**src/rtl/id_stage.sv**
```systemverilog
// Registered RV32I/RV64I decode stage: decodes OP-IMM/OP/LUI/AUIPC, selects forwarded
// operands, stalls on load-use hazards and holds the result in the ID/EX register.
module id_stage #(
    parameter int XLEN       = 32,
    parameter int REG_ADDR_W = 5,
    parameter bit FWD_EN     = 1'b1
) (
    input  logic                  clk,
    input  logic                  rst,
    input  logic                  in_valid,
    output logic                  in_ready,
    input  logic [XLEN-1:0]       pc_i,
    input  logic [31:0]           inst_i,
    output logic                  reg1_read_o,
    output logic                  reg2_read_o,
    output logic [REG_ADDR_W-1:0] reg1_addr_o,
    output logic [REG_ADDR_W-1:0] reg2_addr_o,
    input  logic [XLEN-1:0]       reg1_data_i,
    input  logic [XLEN-1:0]       reg2_data_i,
    input  logic                  ex_wreg_i,
    input  logic                  ex_is_load_i,
    input  logic [REG_ADDR_W-1:0] ex_wd_i,
    input  logic [XLEN-1:0]       ex_wdata_i,
    input  logic                  mem_wreg_i,
    input  logic [REG_ADDR_W-1:0] mem_wd_i,
    input  logic [XLEN-1:0]       mem_wdata_i,
    input  logic                  flush_i,
    output logic                  out_valid,
    input  logic                  out_ready,
    output logic [6:0]            aluop_o,
    output logic [2:0]            alufunct3_o,
    output logic                  alufunct7b5_o,
    output logic [XLEN-1:0]       reg1_o,
    output logic [XLEN-1:0]       reg2_o,
    output logic [REG_ADDR_W-1:0] wd_o,
    output logic                  wreg_o,
    output logic                  illegal_o
);

    localparam logic [6:0] OPC_OPIMM = 7'b0010011;
    localparam logic [6:0] OPC_OP    = 7'b0110011;
    localparam logic [6:0] OPC_LUI   = 7'b0110111;
    localparam logic [6:0] OPC_AUIPC = 7'b0010111;

    function automatic logic [XLEN-1:0] pick_operand(
        input logic            nz,
        input logic            ex_hit,
        input logic            mem_hit,
        input logic [XLEN-1:0] ex_data,
        input logic [XLEN-1:0] mem_data,
        input logic [XLEN-1:0] rf_data
    );
        if (!nz)               return '0;
        if (FWD_EN && ex_hit)  return ex_data;
        if (FWD_EN && mem_hit) return mem_data;
        return rf_data;
    endfunction

    logic [6:0]  opcode;
    logic [2:0]  funct3;
    logic [6:0]  funct7;
    logic signed [11:0] imm12;
    logic signed [31:0] immu32;
    logic [XLEN-1:0] imm_i, imm_u;

    assign opcode      = inst_i[6:0];
    assign funct3      = inst_i[14:12];
    assign funct7      = inst_i[31:25];
    assign imm12       = inst_i[31:20];
    assign immu32      = {inst_i[31:12], 12'b0};
    assign imm_i       = XLEN'(imm12);
    assign imm_u       = XLEN'(immu32);
    assign reg1_addr_o = inst_i[15 +: REG_ADDR_W];
    assign reg2_addr_o = inst_i[20 +: REG_ADDR_W];

    logic nz1, nz2, ex_any1, ex_any2, mem_any1, mem_any2;
    logic haz1, haz2, hazard, load;
    logic [XLEN-1:0] fwd1, fwd2;

    assign nz1      = reg1_addr_o != '0;
    assign nz2      = reg2_addr_o != '0;
    assign ex_any1  = ex_wreg_i && (ex_wd_i == reg1_addr_o);
    assign ex_any2  = ex_wreg_i && (ex_wd_i == reg2_addr_o);
    assign mem_any1 = mem_wreg_i && (mem_wd_i == reg1_addr_o);
    assign mem_any2 = mem_wreg_i && (mem_wd_i == reg2_addr_o);

    // Without forwarding, any in-flight producer of a source register must be waited out.
    assign haz1 = reg1_read_o && nz1 &&
                  ((ex_any1 && ex_is_load_i) || (!FWD_EN && (ex_any1 || mem_any1)));
    assign haz2 = reg2_read_o && nz2 &&
                  ((ex_any2 && ex_is_load_i) || (!FWD_EN && (ex_any2 || mem_any2)));
    assign hazard = haz1 || haz2;

    assign fwd1 = pick_operand(nz1, ex_any1 && !ex_is_load_i, mem_any1,
                               ex_wdata_i, mem_wdata_i, reg1_data_i);
    assign fwd2 = pick_operand(nz2, ex_any2 && !ex_is_load_i, mem_any2,
                               ex_wdata_i, mem_wdata_i, reg2_data_i);

    logic            illegal_d, wreg_d;
    logic [XLEN-1:0] reg1_d, reg2_d;

    always_comb begin
        reg1_read_o = 1'b0;
        reg2_read_o = 1'b0;
        illegal_d   = 1'b1;
        reg1_d      = '0;
        reg2_d      = '0;
        unique case (opcode)
            OPC_OPIMM: begin
                reg1_read_o = 1'b1;
                reg1_d      = fwd1;
                reg2_d      = imm_i;
                illegal_d   = 1'b0;
                if (funct3 == 3'b001)
                    illegal_d = (inst_i[31:26] != 6'b0) || ((XLEN == 32) && inst_i[25]);
                else if (funct3 == 3'b101)
                    illegal_d = ((inst_i[31:26] != 6'b000000) && (inst_i[31:26] != 6'b010000)) ||
                                ((XLEN == 32) && inst_i[25]);
            end
            OPC_OP: begin
                reg1_read_o = 1'b1;
                reg2_read_o = 1'b1;
                reg1_d      = fwd1;
                reg2_d      = fwd2;
                illegal_d   = !((funct7 == 7'b0000000) ||
                                ((funct7 == 7'b0100000) && ((funct3 == 3'b000) || (funct3 == 3'b101))));
            end
            OPC_LUI: begin
                reg2_d    = imm_u;
                illegal_d = 1'b0;
            end
            OPC_AUIPC: begin
                reg1_d    = pc_i;
                reg2_d    = imm_u;
                illegal_d = 1'b0;
            end
            default: ;
        endcase
        if (illegal_d) begin
            reg1_d = '0;
            reg2_d = '0;
        end
        wreg_d = !illegal_d;
    end

    logic                  out_valid_q, wreg_q, illegal_q, funct7b5_q;
    logic [6:0]            aluop_q;
    logic [2:0]            funct3_q;
    logic [XLEN-1:0]       reg1_q, reg2_q;
    logic [REG_ADDR_W-1:0] wd_q;

    assign in_ready = flush_i || ((!out_valid_q || out_ready) && !hazard);
    assign load     = in_valid && in_ready && !flush_i;

    always_ff @(posedge clk or negedge rst) begin
        if (!rst) begin
            out_valid_q <= 1'b0;
            wreg_q      <= 1'b0;
            illegal_q   <= 1'b0;
            aluop_q     <= OPC_OPIMM;
            funct3_q    <= 3'b0;
            funct7b5_q  <= 1'b0;
            reg1_q      <= '0;
            reg2_q      <= '0;
            wd_q        <= '0;
        end else if (flush_i) begin
            out_valid_q <= 1'b0;
        end else if (load) begin
            out_valid_q <= 1'b1;
            wreg_q      <= wreg_d;
            illegal_q   <= illegal_d;
            aluop_q     <= opcode;
            funct3_q    <= funct3;
            funct7b5_q  <= inst_i[30];
            reg1_q      <= reg1_d;
            reg2_q      <= reg2_d;
            wd_q        <= inst_i[7 +: REG_ADDR_W];
        end else if (out_ready) begin
            // Consumed with nothing new accepted (idle or hazard bubble).
            out_valid_q <= 1'b0;
        end
    end

    assign out_valid     = out_valid_q;
    assign wreg_o        = wreg_q;
    assign illegal_o     = illegal_q;
    assign aluop_o       = aluop_q;
    assign alufunct3_o   = funct3_q;
    assign alufunct7b5_o = funct7b5_q;
    assign reg1_o        = reg1_q;
    assign reg2_o        = reg2_q;
    assign wd_o          = wd_q;

endmodule

```
**config.mk**
```make
export PLATFORM = sky130hd
export DESIGN_NAME = id_stage
export DESIGN_NICKNAME = d
export VERILOG_FILES = /design/src/rtl/id_stage.sv
export SDC_FILE = /design/constraint.sdc
export NUM_CORES = 1
export LEC_CHECK = 0
export CAP_MARGIN = 0
export CORE_MARGIN = 3
export CORE_UTILIZATION = 40
export DETAILED_ROUTE_END_ITERATION = 12
export GPL_ROUTABILITY_DRIVEN = 1
export PLACE_DENSITY = 0.82
export RECOVER_POWER = 50
export SLEW_MARGIN = 20
export SYNTH_ARGS = -nofsm -noshare
export SYNTH_HDL_FRONTEND = slang
export SYNTH_SLANG_ARGS = --single-unit
```
**constraint.sdc**
```tcl
create_clock -name clk -period 2.95 [get_ports clk]
set_input_delay 0.7375 -clock clk [delete_from_list [all_inputs] [get_ports clk]]
set_output_delay 0.7375 -clock clk [all_outputs]
set_load 0.02 [all_outputs]
```
==> reports/metrics.csv <==
metric,value,unit
p_seq_share,37.1,%
num-fill-cells,995,
reg2reg_depth,8,
clock_latency,0.35,ns
max_freq,343,MHz
violations,"capacitance limit, slew limit",
ys_types,47,
status,"finished, violations left",
p_comb_share,26.9,%
clk_pin_slew_worst_paths,0.06,ns
routed_wl,28300,µm
synth_top_area_share,35.5,%
synth-main-ff-cell,dfrtp_1,
floorplan.initialDensity,41.8,%
p_sw,925,µW
period_needed,2.92,ns
switching_share,28.7,%
grt_max_degree,48,
fin_hold_ws,0.487,ns
hold_path.class,flip-flop to flip-flop,
crit_path_end_kind,primary output,
antenna_found_initial,0,
crit-reg2reg-launch,out_valid,
h-tree-depth,3,
hold_viol_final,0,
cts_buffers,9,
finClkSkew,0.0111,ns
setup_viol,0,
synth_nets,825,
p_int,2300,µW
yosys_warnings,0,
reg2reg_to,illegal_o,
min_delay_path_depth,1,
crit_arrival,2.18,ns
cts_max_path_buffers,2,
synth_cells,615,
syn-mean-instance-area,9.18,µm²
synthArstFlopShare,100,%
top_level_ports,306,
dieHeight,125,µm
dp_hpwl,20300,µm
hold_path_end,reg1_o[30],
ant_nets,0,
cts_tree,yes,
synth_edf_count,0,
drt-vias-per-instance,6.22,
clockRootBuffer,clkbuf_16,
dieWidth,125,µm
fin_setup_tns,0,ns
holdCritStartpoint,reg1_o[30],
route.detailed.drc,0,
grt_pass1_vias,7343,
critPathLaunchType,input port,
slew_violations,37,
multi_input_area,3190,µm²
worst_pin_slew,2.21,ns
leakage,0.00390,µW
ys_ff_latch,83,
final_net_count,1154,
grt_overflow_total,0,
maxSlewHeadroom,-47.6,%
avgRoutedWirePerCell,25.1,µm
synth_seq_area_share,36.9,%
required,2.21,ns
drtIter0Drc,753,
powerDensity,330,nW/µm²
hold_buffers,0,
syn2layout_area_growth,73.0,%
rows,42,
place.gp.congestion,0.908,
ir_drop,0.000281,V
cp_max_fo,6,
yosysTopAreaCell,dfrtp_1,
track_usage,34.9,%
regArea,2080,µm²
n_antenna_cell,0,
drt_first_pass_iters,6,
clock_sinks,83,
grt_pass1_wl,42900,µm
die-area,15600,µm²
vias,6996,
io_buffers,305,
core_region_area,13500,µm²
pwr-share-clk,35.9,%
drive_gt1_share,16.9,%
synth_area,5650,µm²
path_class,input port to primary output,
period_share,98.9,%
cap_viol_max_count,1,
synth.area.top_cells,"dfrtp_1 35%, o21ai_0 8.4%, o2bb2ai_1 6.8%",
regToRegSetupSlack,0.78,ns
==> registers in the layout (all words and copies together), names as in the netlist <==
name,cells
illegal_o,1
out_valid,1
reg2_o,32
reg1_o,32
alufunct3_o,3
alufunct7b5_o,1
aluop_o,7
wreg_o,1
wd_o,5
==> cell usage after synthesis, types with 2 or more instances <==
master,n
nor3b_1,3
and3_1,2
o21a_1,31
dfrtp_1,80
a32o_1,8
o2bb2ai_2,20
xor2_1,3
inv_1,34
nand2b_1,3
or4_1,2
buf_2,5
a22oi_1,31
nand4_1,2
nand3_1,8
mux2_1,3
nor2b_1,2
nor2_1,31
or2_2,2
o2bb2ai_1,44
a221oi_1,21
o211ai_1,31
clkbuf_1,45
buf_4,11
a21oi_1,28
buf_1,6
mux2_2,13
buf_6,5
a222oi_1,3
dfstp_2,3
o21ai_0,95
nand2_1,3
and2_1,2
xnor2_1,18
nor3_1,4
==> cells by family after synthesis <==
group	share of synthesized area (%)
muxes	3.19
AOI/OAI and AO/OA	42.1
and+or+nand+nor	6.05
buffers and inverters	8.55
xor gates and xnor gates	3.26
DFF	36.9
==> power by group through the flow <==
| stage | combinational [µW] | sequential [µW] | clock [µW] |
|---|---|---|---|
| 3_5_place_dp | 858 | 1220 | 0 |
| 3_3_place_gp | 847 | 1220 | 0 |
| 2_1_floorplan | 244 | 1270 | 0 |
| 4_1_cts | 864 | 1200 | 1160 |
| 5_1_grt | 915 | 1200 | 1220 |
| 6_report | 869 | 1200 | 1160 |
==> cell type report <==
| cell class | instances | share of cell area [%] |
|---|---|---|
| timing repair buffer | 389 | 39.5 |
| multi-input combinational | 427 | 32.6 |
| sequential | 83 | 21.3 |
| clock buffer | 10 | 2.34 |
| tap | 176 | 2.25 |
| inverter | 34 | 1.31 |
| clock inverter | 6 | 0.653 |
==> worst max path at each step <==
stage	from	to	slack [ns]
global placement	inst_i[16]	in_ready	-0.74
finish	inst_i[1]	in_ready	0.03
global route	ex_wd_i[4]	illegal_o	-0.004
detailed placement	inst_i[16]	in_ready	-0.75
CTS	inst_i[21]	illegal_o	-0.03
floorplan	inst_i[21]	in_ready	0.16
==> per-layer routing <==
layer	global-route usage, %	routed length, µm	vias to the layer above
met5	0	0	-
met4	16.0	950	0
met3	7.46	2700	71
met2	56.5	13600	516
met1	44.6	11000	3399
li1	-	-	3010
==> metrics by stage <==
step	area, µm²	total power (µW)	utilization [%]	worst slack, ns	std cells
global route	9770	3330	72.3	-0.00413	1125
floorplan	5650	1510	-	0.159	615
global placement	9240	2070	68.4	-0.737	1097
detailed placement	9240	2080	68.4	-0.746	1097
CTS	9700	3230	71.8	-0.0273	1121
finish	9770	3230	72.3	0.0314	1125
==> placed cells by master, fill, tap and decap left out, types with 9 or more instances in the layout <==
master             n
o2bb2ai_2         21
o21a_1            31
nor2_1            29
inv_1             34
clkbuf_16          9
dfrtp_1           80
o2bb2ai_1         43
a22oi_1           31
a21oi_1           28
buf_4             68
clkdlybuf4s50_1  242
o211ai_1          31
o21ai_0           95
mux2_2            13
xnor2_1           18
dlygate4sd3_1     47
a221oi_1          21
==> repair_timing <==
action	CTS	global route
setup endpoints to repair	73	85
setup buffers	4	4
pin swaps	6	11
resized for setup	37	16
cloned	4	0
==> critical path, stage by stage <==
cell and delay (ns):
clkdlybuf4s50_1 0.50, nand4_1 0.28, buf_6 0.24, nor3_4 0.14
a31oi_1 0.10, buf_4 0.17
(Power assumes the default switching activity.)
